**src/rtl/mnist_layer_sequencer_pkg.sv**
```systemverilog
// Shared constants and state encoding for the MNIST MAC sequencer.
// Weight ROM holds the hidden layer first, then the output layer.
package mnist_acc_pkg;

    localparam int N_IN       = 64;
    localparam int N_HID      = 16;
    localparam int N_OUT      = 10;
    localparam int ACC_W      = 20;
    localparam int W_ADDR_W   = 11;
    localparam int HID_W_BASE = 0;
    localparam int OUT_W_BASE = 1024;

    typedef enum logic [2:0] {
        S_IDLE,
        S_CLR,
        S_MAC,
        S_DRAIN,
        S_WB,
        S_DONE
    } state_e;

endpackage

```
**src/rtl/mnist_layer_sequencer_if.sv**
```systemverilog
// Sequencer <-> MAC/ROM/activation-buffer datapath bundle.
interface mnist_layer_sequencer_if;
    import mnist_acc_pkg::*;

    logic                       stall;
    logic signed [ACC_W-1:0]    acc_in;
    logic                       layer_sel;
    logic [5:0]                 in_addr;
    logic [W_ADDR_W-1:0]        w_addr;
    logic                       mac_clr;
    logic                       mac_en;
    logic                       act_wr;
    logic [3:0]                 act_addr;

    modport master (
        input  stall, acc_in,
        output layer_sel, in_addr, w_addr,
        output mac_clr, mac_en, act_wr, act_addr
    );

    modport slave (
        output stall, acc_in,
        input  layer_sel, in_addr, w_addr,
        input  mac_clr, mac_en, act_wr, act_addr
    );

endinterface

```
**src/rtl/mnist_layer_sequencer_argmax.sv**
```systemverilog
// Running argmax of output scores; index 0 always loads, later
// indices replace only on a strictly greater signed score.
module mnist_argmax
    import mnist_acc_pkg::*;
(
    input  logic                    clk,
    input  logic                    rst,
    input  logic                    clr,
    input  logic                    upd,
    input  logic [3:0]              idx_in,
    input  logic signed [ACC_W-1:0] val_in,
    output logic [3:0]              best_idx
);

    logic signed [ACC_W-1:0] best_q, best_d;
    logic [3:0]              idx_q, idx_d;

    always_comb begin
        best_d = best_q;
        idx_d  = idx_q;
        if (clr) begin
            best_d = '0;
            idx_d  = '0;
        end else if (upd && (idx_in == 4'd0 || val_in > best_q)) begin
            best_d = val_in;
            idx_d  = idx_in;
        end
    end

    always_ff @(posedge clk) begin
        if (rst) begin
            best_q <= '0;
            idx_q  <= '0;
        end else begin
            best_q <= best_d;
            idx_q  <= idx_d;
        end
    end

    assign best_idx = idx_q;

endmodule

```
**src/rtl/mnist_layer_sequencer.sv**
```systemverilog
// Two-layer FC control FSM driving the shared MAC datapath.
// One neuron = CLR + fan MAC issues + DRAIN + WB.
module mnist_layer_sequencer
    import mnist_acc_pkg::*;
(
    input  logic                     clk,
    input  logic                     rst,
    input  logic                     start,
    output logic                     busy,
    output logic                     done,
    output logic [3:0]               class_out,
    mnist_layer_sequencer_if.master  dp
);

    state_e              state_q, state_d;
    logic [3:0]          j_q, j_d;
    logic [5:0]          k_q, k_d;
    logic                layer_q, layer_d;
    logic [W_ADDR_W-1:0] w_addr_q, w_addr_d;
    logic                pend_q, pend_d;
    logic [3:0]          class_q, class_d;

    logic                stall_eff;
    logic [5:0]          fan_last;
    logic [3:0]          j_last;
    logic                am_clr;
    logic                am_upd;
    logic [3:0]          best_idx;

    always_comb begin
        state_d  = state_q;
        j_d      = j_q;
        k_d      = k_q;
        layer_d  = layer_q;
        w_addr_d = w_addr_q;
        class_d  = class_q;
        am_clr   = 1'b0;
        am_upd   = 1'b0;
        dp.mac_clr = 1'b0;
        dp.act_wr  = 1'b0;

        busy = (state_q == S_CLR) || (state_q == S_MAC) ||
               (state_q == S_DRAIN) || (state_q == S_WB);
        stall_eff = dp.stall && busy;
        fan_last  = layer_q ? 6'(N_HID - 1) : 6'(N_IN - 1);
        j_last    = layer_q ? 4'(N_OUT - 1) : 4'(N_HID - 1);

        // Pending read: set by an issue, held across stalls.
        pend_d = stall_eff ? pend_q : (state_q == S_MAC);

        unique case (state_q)
            S_IDLE: begin
                j_d      = '0;
                k_d      = '0;
                layer_d  = 1'b0;
                w_addr_d = W_ADDR_W'(HID_W_BASE);
                if (start) begin
                    am_clr  = 1'b1;
                    state_d = S_CLR;
                end
            end
            S_CLR: begin
                if (!stall_eff) begin
                    dp.mac_clr = 1'b1;
                    k_d        = '0;
                    state_d    = S_MAC;
                end
            end
            S_MAC: begin
                if (!stall_eff) begin
                    w_addr_d = w_addr_q + 1'b1;
                    k_d      = k_q + 1'b1;
                    if (k_q == fan_last)
                        state_d = S_DRAIN;
                end
            end
            S_DRAIN: begin
                if (!stall_eff)
                    state_d = S_WB;
            end
            S_WB: begin
                if (!stall_eff) begin
                    dp.act_wr = !layer_q;
                    am_upd    = layer_q;
                    if (j_q != j_last) begin
                        j_d     = j_q + 1'b1;
                        state_d = S_CLR;
                    end else if (!layer_q) begin
                        layer_d  = 1'b1;
                        j_d      = '0;
                        w_addr_d = W_ADDR_W'(OUT_W_BASE);
                        state_d  = S_CLR;
                    end else begin
                        state_d = S_DONE;
                    end
                end
            end
            S_DONE: begin
                class_d  = best_idx;
                j_d      = '0;
                k_d      = '0;
                layer_d  = 1'b0;
                w_addr_d = W_ADDR_W'(HID_W_BASE);
                state_d  = S_IDLE;
            end
            default: state_d = S_IDLE;
        endcase
    end

    always_ff @(posedge clk) begin
        if (rst) begin
            state_q  <= S_IDLE;
            j_q      <= '0;
            k_q      <= '0;
            layer_q  <= 1'b0;
            w_addr_q <= '0;
            pend_q   <= 1'b0;
            class_q  <= '0;
        end else begin
            state_q  <= state_d;
            j_q      <= j_d;
            k_q      <= k_d;
            layer_q  <= layer_d;
            w_addr_q <= w_addr_d;
            pend_q   <= pend_d;
            class_q  <= class_d;
        end
    end

    mnist_argmax u_argmax (
        .clk      (clk),
        .rst      (rst),
        .clr      (am_clr),
        .upd      (am_upd),
        .idx_in   (j_q),
        .val_in   (dp.acc_in),
        .best_idx (best_idx)
    );

    assign done         = (state_q == S_DONE);
    assign class_out    = done ? best_idx : class_q;
    assign dp.mac_en    = pend_q && !stall_eff;
    assign dp.layer_sel = layer_q;
    assign dp.in_addr   = k_q;
    assign dp.w_addr    = w_addr_q;
    assign dp.act_addr  = j_q;

endmodule
```
**src/flat_wrapper.sv**
```systemverilog
// flat-port wrapper written by rule: the top's interface ports become plain ports
module mnist_layer_sequencer_flat import mnist_acc_pkg::*;
  (clk, rst, start, busy, done, class_out, dp_stall, dp_acc_in, dp_layer_sel, dp_in_addr, dp_w_addr, dp_mac_clr, dp_mac_en, dp_act_wr, dp_act_addr);
  mnist_layer_sequencer_if dp_i ();
  input  logic clk;
  input  logic rst;
  input  logic start;
  output logic busy;
  output logic done;
  output logic [3:0] class_out;
  input wire logic [$bits(dp_i.stall)-1:0] dp_stall;
  input wire logic [$bits(dp_i.acc_in)-1:0] dp_acc_in;
  output wire logic [$bits(dp_i.layer_sel)-1:0] dp_layer_sel;
  output wire logic [$bits(dp_i.in_addr)-1:0] dp_in_addr;
  output wire logic [$bits(dp_i.w_addr)-1:0] dp_w_addr;
  output wire logic [$bits(dp_i.mac_clr)-1:0] dp_mac_clr;
  output wire logic [$bits(dp_i.mac_en)-1:0] dp_mac_en;
  output wire logic [$bits(dp_i.act_wr)-1:0] dp_act_wr;
  output wire logic [$bits(dp_i.act_addr)-1:0] dp_act_addr;
  assign dp_i.stall = dp_stall;
  assign dp_i.acc_in = dp_acc_in;
  assign dp_layer_sel = dp_i.layer_sel;
  assign dp_in_addr = dp_i.in_addr;
  assign dp_w_addr = dp_i.w_addr;
  assign dp_mac_clr = dp_i.mac_clr;
  assign dp_mac_en = dp_i.mac_en;
  assign dp_act_wr = dp_i.act_wr;
  assign dp_act_addr = dp_i.act_addr;
  mnist_layer_sequencer u_core (.clk(clk), .rst(rst), .start(start), .busy(busy), .done(done), .class_out(class_out), .dp(dp_i));
endmodule
```
**config.mk**
```make
export PLATFORM = sky130hd
export DESIGN_NAME = mnist_layer_sequencer_flat
export DESIGN_NICKNAME = d
export VERILOG_FILES = /design/src/rtl/mnist_layer_sequencer_pkg.sv /design/src/rtl/mnist_layer_sequencer_if.sv /design/src/rtl/mnist_layer_sequencer_argmax.sv /design/src/rtl/mnist_layer_sequencer.sv /design/src/flat_wrapper.sv
export SDC_FILE = /design/constraint.sdc
export NUM_CORES = 1
export LEC_CHECK = 0
export ABC_AREA = 0
export BUFFER_PORTS_ARGS = -buffer_cell sky130_fd_sc_hd__buf_4
export CAP_MARGIN = 10
export CORE_ASPECT_RATIO = 1.4
export CORE_MARGIN = 2
export CORE_UTILIZATION = 45
export CTS_BUF_LIST = sky130_fd_sc_hd__clkbuf_16
export DETAILED_ROUTE_END_ITERATION = 8
export PLACE_DENSITY = 0.66
export RECOVER_POWER = 25
export SLEW_MARGIN = 20
export SYNTH_ARGS = -nofsm -noshare
export SYNTH_HDL_FRONTEND = slang
export SYNTH_SLANG_ARGS = --single-unit
```
**constraint.sdc**
```tcl
create_clock -name clk -period 2.2 [get_ports clk]
set_input_delay 0.11 -clock clk [delete_from_list [all_inputs] [get_ports clk]]
set_output_delay 0.11 -clock clk [all_outputs]
set_load 0.05 [all_outputs]
```
==> out/results.ini, run 1 <==
[sta]
setup_viol=23
slew_headroom=0.605
layout_setup_ws_ns=-0.0794
tightest_slew_ns=0.595
finalCritPeriodShare=1.04
clock_skew_ns=0.00516
period_needed_ns=2.28
rsz0062_at_grt=true
finalHoldViolCount=0
fmax_ghz=0.439
maxSlewViolCount=0
hold_slack_ns=0.0897

[clocking]
root_buffer=clkbuf_16
htreeDepth=2
clkLatencyLatePin_ns=0.29
clock_path_buffers=2
cts_made_buffers=5
clk_pin_slew_ns=0.07
cts_tree=done
clock_sink_count=54

[placed_design]
portBuffers=54
dp_slack_ns=-0.0284
dp_hpwl_um=5260
dp_cells=519
gp_congestion=0.753

[worst_setup_path]
crit_fanout=9
arrival_ns=2.49
required_ns=2.41
endpoint_kind=flop
startpoint_type=flop
crit_type=flop to flop

[route]
drt-initial-drc-count=73
wl_per_cell_um=14.4
drc=0
wl_um=7700
via_per_inst=5.38
dr_total_vias=2878
dr.pass1.iters=4
ant_nets=0

[floorplan]
die_w_um=74.3
fp.dieH_um=102
placementRows=35
pin_count=55
die_area_mm2=0.00761
coreArea_mm2=0.00666
initial_utilization=0.468

[power_and_ir_drop]
power.density_mw_per_mm2=628
finalPower_mw=2.57
cellLeakagePower_nw=1.56
ir_drop_mv=0.538

[synthesis]
ys_ff_latch=54
yosysSeqAreaShare=0.347
avgSynthCellArea_um2=8.26
synth_area_leaders=dfxtp_1 (35%), ha_1 (9.6%), o21ai_0 (4.8%)
synth_edf_count=0
netlist.area_leader.share=0.347
yosysWarnings=0
ys.flop_type=dfxtp_1
synth_area_mm2=0.00311
synth_nets=425
synthArstFlopShare=0
synth_area_leader_cell=dfxtp_1
yosys.cell_types.count=54
syn_inst=377

[global_route]
grt_max_degree=27
grt_pass1_vias=2698
grtUsageTotal=0.194
overflow=0
grt_pass1_wl_um=11800
antenna_found_initial=0

[finish]
area_growth_pct=31.7
final_common_cell=buf_4
num-fill-cells=643
layout_common_cells=buf_4 (56), dfxtp_1 (43), inv_1 (31), nor2_1 (31), nand2_1 (24)
fin_nets=490
final_cell_count_no_fill=535
layout-drive-gt1-share=0.298
antenna_cells=0

[hold_path]
min_path_type=input port to flop

[outcome]
status=complete, but fails checks
violations=setup timing

[job]
drv_cap=0

[registers in the layout, summed over array words and instances (netlist names)]
| name | flops |
|---|---|
| u_core.class_q | 4 |
| u_core.dp.layer_sel | 1 |
| u_core.pend_q | 1 |
| u_core.u_argmax.best_q | 20 |
| u_core.u_argmax.best_idx | 4 |
| u_core.dp.act_addr | 4 |
| u_core.state_q | 3 |
| u_core.dp.in_addr | 6 |
| u_core.dp.w_addr | 11 |
[repair_timing]
action | in CTS | in global routing
hold buffers | 0 | 0
resized for setup | 1 | 68
setup endpoints to repair | 19 | 24
pin swaps | 4 | 19
cloned | 0 | 2
buffers inserted | 0 | 6
[routing by layer]
layer	GRT usage	share of wire	up-vias
li1	-	-	1439
met1	0.216	0.40	1366
met2	0.377	0.55	60
met3	0.0296	0.039	13
met4	0.0495	0.015	0
met5	0	0	-
[final timing paths]
kind	from	to	slack (ns)	cells after the start
max reg2reg	u_core.u_argmax.best_q[19]	u_core.u_argmax.best_q[17]	-0.08	10
min	dp_acc_in[10]	u_core.u_argmax.best_q[10]	0.09	3
min reg2reg	u_core.u_argmax.best_idx[2]	u_core.u_argmax.best_idx[2]	0.46	2
max	u_core.u_argmax.best_q[19]	u_core.u_argmax.best_q[17]	-0.08	10
[cell usage after synthesis, types with 5 or more instances]
master    count
a21oi_1      16
and3_1        8
nor2b_1       6
dfxtp_1      54
o21ai_0      30
a21boi_0      5
nand4_1       8
xor2_1        9
nand3_1      28
nand2_1      24
nor3_1        6
inv_1        32
clkbuf_1      9
ha_1         24
nor2_1       32
buf_2         5
a21boi_1     18
xnor2_1       7
[through the flow]
step	setup TNS (ns)	utilization	instance area (um2)
2_1_floorplan	0	-	3120
3_3_place_gp	0	0.551	3660
3_5_place_dp	-0.155	0.551	3660
4_1_cts	0	0.575	3830
5_1_grt	-3.98	0.616	4100
6_report	-1.15	0.616	4100
[final cells by class]
cell class	count	area, um2	area share
tap	92	115	0.0281
clock inverter	3	37.5	0.00915
inverter	32	120	0.0293
multi-input combinational	272	2030	0.494
sequential	54	1090	0.267
clock buffer	5	125	0.0305
timing repair buffer	77	581	0.142
[power breakdown]
part	leakage (nW)	switching (mW)	internal (mW)
Combinational	1.03	0.407	0.253
Clock	0.0864	0.343	0.529
Sequential	0.442	0.0350	1.01
Total	1.56	0.784	1.79
[worst max-delay path: stages (launching register included)]
cell and delay (ns):
dfxtp_2 0.35, inv_2 0.05, ha_4 0.26, nand4_1 0.25
nor2_2 0.26, o211ai_1 0.16, and4_4 0.19, o21ai_4 0.25
clkbuf_16 0.22, nand3_1 0.07, a21boi_1 0.13
[cells by family (layout without fill, tap and decap cells)]
family,Yosys count,count (layout),synth area share
buffers and inverters,51,117,0.0711
AO/OA/AOI/OAI,94,94,0.204
multiplexers,7,7,0.0241
flip-flops,54,54,0.347
adder cells (fa/ha/maj),24,24,0.0965
AND/OR/NAND/NOR,131,131,0.212
XOR/XNOR,16,16,0.0450
(Power assumes the default switching activity.)
==> run 2, diff against run 1 <==
--- a/config.mk
+++ b/config.mk
@@ -12,9 +12,11 @@
 export CORE_MARGIN = 2
 export CORE_UTILIZATION = 45
 export CTS_BUF_LIST = sky130_fd_sc_hd__clkbuf_16
+export CTS_CLUSTER_DIAMETER = 200
 export DETAILED_ROUTE_END_ITERATION = 8
 export PLACE_DENSITY = 0.66
 export RECOVER_POWER = 25
+export SKIP_CTS_REPAIR_TIMING = 1
 export SLEW_MARGIN = 20
 export SYNTH_ARGS = -nofsm -noshare
 export SYNTH_HDL_FRONTEND = slang
==> run 2 against run 1 <==
  * Utilization decreased by 0.28 points
  * Die area is the same
  * Count of clock-buffer cells in the layout unchanged
  * Sequential cell count is the same
  * The flow still finishes with violations (setup timing)
  * Fmax rose by 2.2%
  * Critical endpoint is now u_core.u_argmax.best_q[0]
  * Combinational power hardly changed
==> out/results.ini, run 2 (synthesis gave the netlist of run 1 again) <==
[outcome]
violations=setup timing
status=complete, but fails checks

[placed_design]
dp_hpwl_um=5260
portBuffers=54
dp_cells=519
dp_slack_ns=-0.0284
gp_congestion=0.753

[power_and_ir_drop]
ir_drop_mv=0.537
p_int_mw=1.79
p_seq_frac=0.405
p_switching_mw=0.786
p_sw_frac=0.305
pwr-share-clk=0.340
p_comb_frac=0.255
power.density_mw_per_mm2=631
finalPower_mw=2.57
cellLeakagePower_nw=1.56

[sta]
maxSlewViolCount=0
period_needed_ns=2.23
finalHoldViolCount=0
finalCritPeriodShare=1.01
hold_slack_ns=0.0840
slew_headroom=0.605
tightest_slew_ns=0.595
setup_viol=12
clock_skew_ns=0.00591
layout_setup_ws_ns=-0.0300
fmax_ghz=0.448
rsz0062_at_grt=true

[hold_path]
worstHoldStart=dp_acc_in[9]
min_path_type=input port to flop
whs_endpoint=u_core.u_argmax.best_q[9]
holdPathStages=3

[route]
wl_per_cell_um=14.4
drt-initial-drc-count=71
via_per_inst=5.37
drc=0
ant_nets=0
dr_total_vias=2873
dr.pass1.iters=4
wl_um=7720

[finish]
fin_nets=490
antenna_cells=0
final_common_cell=buf_4
top_register=u_core.u_argmax.best_q
layout-drive-gt1-share=0.284
largest_reg_flops=20
final_cell_count_no_fill=535
layout_common_cells=buf_4 (56), dfxtp_1 (43), inv_1 (32)
area_growth_pct=31.1

[floorplan]
fp.dieH_um=102
placementRows=35
coreArea_mm2=0.00666
pin_count=55
die_w_um=74.3
die_area_mm2=0.00761
initial_utilization=0.468

[worst_setup_path]
reg2reg_depth=10
arrival_ns=2.45
required_ns=2.42
crit_fanout=5
crit_type=flop to flop
ff2ff_setup_slack_ns=-0.03
startpoint_type=flop
endpoint_kind=flop
reg2reg_to=u_core.u_argmax.best_q[0]
r2r-start=u_core.u_argmax.best_q[17]

[job]
drv_cap=0

[global_route]
grt_pass1_vias=2698
grt_pass1_wl_um=11800
antenna_found_initial=0
grtUsageMet3=0.0296
grt-busiest-layer=met2
grtUsageMet1=0.216
met2_usage=0.377
grt_max_degree=27
grtUsageTotal=0.194
overflow=0

[clocking]
clkLatencyLatePin_ns=0.29
cts_tree=done
clock_path_buffers=2
clock_sink_count=54
cts_made_buffers=5
clk_pin_slew_ns=0.07
htreeDepth=2
root_buffer=clkbuf_16

==> run 2: cell counts in the layout (fill, tap and decap cells not counted) <==
No cell type changed its count.
==> run 2: cell type report <==
| cell class | instances | area, um2 |
|---|---|---|
| multi-input cells | 272 | 2000 |
| clock buffers | 5 | 125 |
| flip-flops and latches | 54 | 1090 |
| fillers | 643 | 2570 |
| inverters | 32 | 120 |
| well taps | 92 | 115 |
| repair buffers | 77 | 584 |
| clock inverters | 3 | 37.5 |
==> run 2: worst max-delay path, cell delays in order (launching register included) <==
cell,delay [ns]
dfxtp_2,0.34
inv_1,0.06
ha_4,0.26
nand4_1,0.22
nor2_2,0.24
o211ai_1,0.16
and4_4,0.20
o21ai_4,0.26
clkbuf_16,0.22
nand3_2,0.08
a21boi_2,0.14
==> run 2: how the worst max path moves through the flow <==
stage                                from                    endpoint  slack [ns]  depth (start not counted)
6_report       u_core.u_argmax.best_q[17]   u_core.u_argmax.best_q[0]       -0.03                         10
5_1_grt         u_core.u_argmax.best_q[2]  u_core.u_argmax.best_q[16]       -0.17                         11
4_1_cts        u_core.u_argmax.best_q[19]   u_core.u_argmax.best_q[8]       -0.05                         10
3_5_place_dp   u_core.u_argmax.best_q[19]   u_core.u_argmax.best_q[8]       -0.03                         10
3_3_place_gp   u_core.u_argmax.best_q[19]   u_core.u_argmax.best_q[8]        0.03                         10
2_1_floorplan         u_core.dp.layer_sel       u_core.dp.act_addr[1]        0.12                          8
==> run 2: power by group through the flow <==
stage          logic, mW  registers (mW)  clock network (mW)
6_report           0.657            1.04               0.876
5_1_grt            0.717            1.05               0.927
4_1_cts            0.646            1.04               0.894
3_5_place_dp       0.642            1.06                   0
3_3_place_gp       0.633            1.06                   0
2_1_floorplan      0.398            1.13                   0
==> run 2: through the flow <==
stage          area (um2)  TNS (ns)  utilization
3_3_place_gp         3660         0        0.551
5_1_grt              4080     -3.29        0.613
3_5_place_dp         3660    -0.155        0.551
2_1_floorplan        3120         0            -
4_1_cts              3830    -0.438        0.575
6_report             4080    -0.233        0.613
==> run 2: metal layers <==
metal,part of all wire,wire (um)
met1,0.40,3120
met2,0.55,4240
met3,0.033,256
met4,0.014,106
met5,0,0
==> run 3, diff against run 2 <==
--- a/config.mk
+++ b/config.mk
@@ -8,7 +8,7 @@
 export ABC_AREA = 0
 export BUFFER_PORTS_ARGS = -buffer_cell sky130_fd_sc_hd__buf_4
 export CAP_MARGIN = 10
-export CORE_ASPECT_RATIO = 1.4
+export CORE_ASPECT_RATIO = 0.8
 export CORE_MARGIN = 2
 export CORE_UTILIZATION = 45
 export CTS_BUF_LIST = sky130_fd_sc_hd__clkbuf_16
==> run 3 against run 2 <==
  * The run still ends with setup timing left
  * Largest cell class unchanged
  * Die area barely moved
  * Count of clock-buffer cells in the layout stayed put
  * Sequential share of layout area about the same
==> out/results.ini, run 3 (synthesis gave the netlist of run 1 again) <==
[outcome]
status=complete, but fails checks
violations=setup timing

[sta]
clock_skew_ns=0.00740
tightest_slew_ns=0.600
fmax_ghz=0.450
slew_headroom=0.602
layout_setup_ws_ns=-0.0200
setup_viol=5
period_needed_ns=2.22
maxSlewViolCount=0
rsz0062_at_grt=true
finalCritPeriodShare=1.01
finalHoldViolCount=0

[power_and_ir_drop]
cellLeakagePower_nw=1.53
finalPower_mw=2.62
ir_drop_mv=0.440
power.density_mw_per_mm2=641

[placed_design]
dp_hpwl_um=5090
placed_area_mm2=0.00364
gp_congestion=0.830
portBuffers=54

[finish]
fin_nets=486
largest_reg_flops=20
layout-drive-gt1-share=0.312
final-seq-area_mm2=0.00110
postLayoutCoreUtil=0.602
top_register=u_core.u_argmax.best_q
num-fill-cells=605
final_common_cell=buf_4
multi_input_area_mm2=0.00206
area_growth_pct=31.4
antenna_cells=0
final_area_mm2=0.00409
layout_common_cells=buf_4 (53), dfxtp_1 (42), nor2_1 (31)

[route]
via_per_inst=5.33
drc=0
highest_layer=met4
dr_total_vias=2801
drt-initial-drc-count=149
wl_um=7580
wl_per_cell_um=14.4
met2_length_um=3200
met3_length_um=393
wl_met1_um=3940
dr.pass1.iters=4
ant_nets=0

[worst_setup_path]
required_ns=2.42
crit_type=flop to flop
reg2reg_depth=11
r2r-start=u_core.u_argmax.best_q[16]
endpoint_kind=flop
crit_fanout=7
ff2ff_setup_slack_ns=-0.02
startpoint_type=flop
critPathLaunch=u_core.u_argmax.best_q[16]
arrival_ns=2.44

[clocking]
clkLatencyLatePin_ns=0.30
cts_made_buffers=5
htreeDepth=2
clock_path_buffers=2
clock_sink_count=54
clk_pin_slew_ns=0.07
cts_tree=done
root_buffer=clkbuf_16

[floorplan]
coreArea_mm2=0.00679
die_area_mm2=0.00760
die_w_um=97.0
fp.dieH_um=78.4
pin_count=55
placementRows=27
initial_utilization=0.458

[hold_path]
holdPathStages=3
worstHoldStart=dp_acc_in[6]
min_path_type=input port to flop

[global_route]
grt_max_degree=27
grt_pass1_vias=2601
overflow=0
antenna_found_initial=0
grtUsageTotal=0.190
grt_pass1_wl_um=12100

[job]
drv_cap=0

## run 3: cell types whose count changed in the layout (fill, tap and decap cells not counted), moves of 2 or more
cell      change
a21boi_1      -2
buf_4         -3
ha_1          -3
ha_4          +3
inv_1         -5
inv_2         +3
o21ai_0       -2
## run 3: per-stage QoR
stage / std cells / hold slack [ns] / TNS [ns] / worst slack [ns]
6_report: 526 / 0.0775 / -0.0857 / -0.0200
3_5_place_dp: 512 / 0.402 / 0 / 0.00169
3_3_place_gp: 512 / 0.398 / 0 / 0.0782
2_1_floorplan: 377 / 0.270 / 0 / 0.119
4_1_cts: 520 / 0.0928 / -0.0170 / -0.0170
5_1_grt: 526 / 0.0906 / -2.12 / -0.119
## run 3: power breakdown
| part | internal, mW | switching [mW] |
|---|---|---|
| clock network | 0.544 | 0.382 |
| registers | 1.01 | 0.0352 |
| logic | 0.247 | 0.406 |
| total | 1.80 | 0.824 |
## run 3: layout make-up
| class | count | share of cell area |
|---|---|---|
| Sequential cell | 54 | 0.268 |
| Clock buffer | 5 | 0.0306 |
| Tap cell | 87 | 0.0266 |
| Inverter | 32 | 0.0294 |
| Multi-Input combinational cell | 272 | 0.503 |
| Clock inverter | 3 | 0.0116 |
| Timing Repair Buffer | 73 | 0.130 |
## run 3: worst paths after layout
path                           endpoint
max          u_core.u_argmax.best_q[19]
min           u_core.u_argmax.best_q[6]
max reg2reg  u_core.u_argmax.best_q[19]
min reg2reg   u_core.u_argmax.best_q[6]
## run 3: critical path, stage by stage (launching register included)
cell and delay [ns]:
dfxtp_2 0.35, inv_2 0.05, ha_4 0.22, nand4_1 0.21
nor2_2 0.09, a22oi_2 0.23, a41oi_2 0.15, buf_4 0.17
o21ai_4 0.27, clkbuf_16 0.22, nand3_2 0.06, a21boi_1 0.14
## run 3: layer usage
metal	vias up	global-route usage
met2	72	0.286
met5	-	0
met4	0	0.0493
met3	5	0.0383
li1	1434	-
met1	1290	0.279
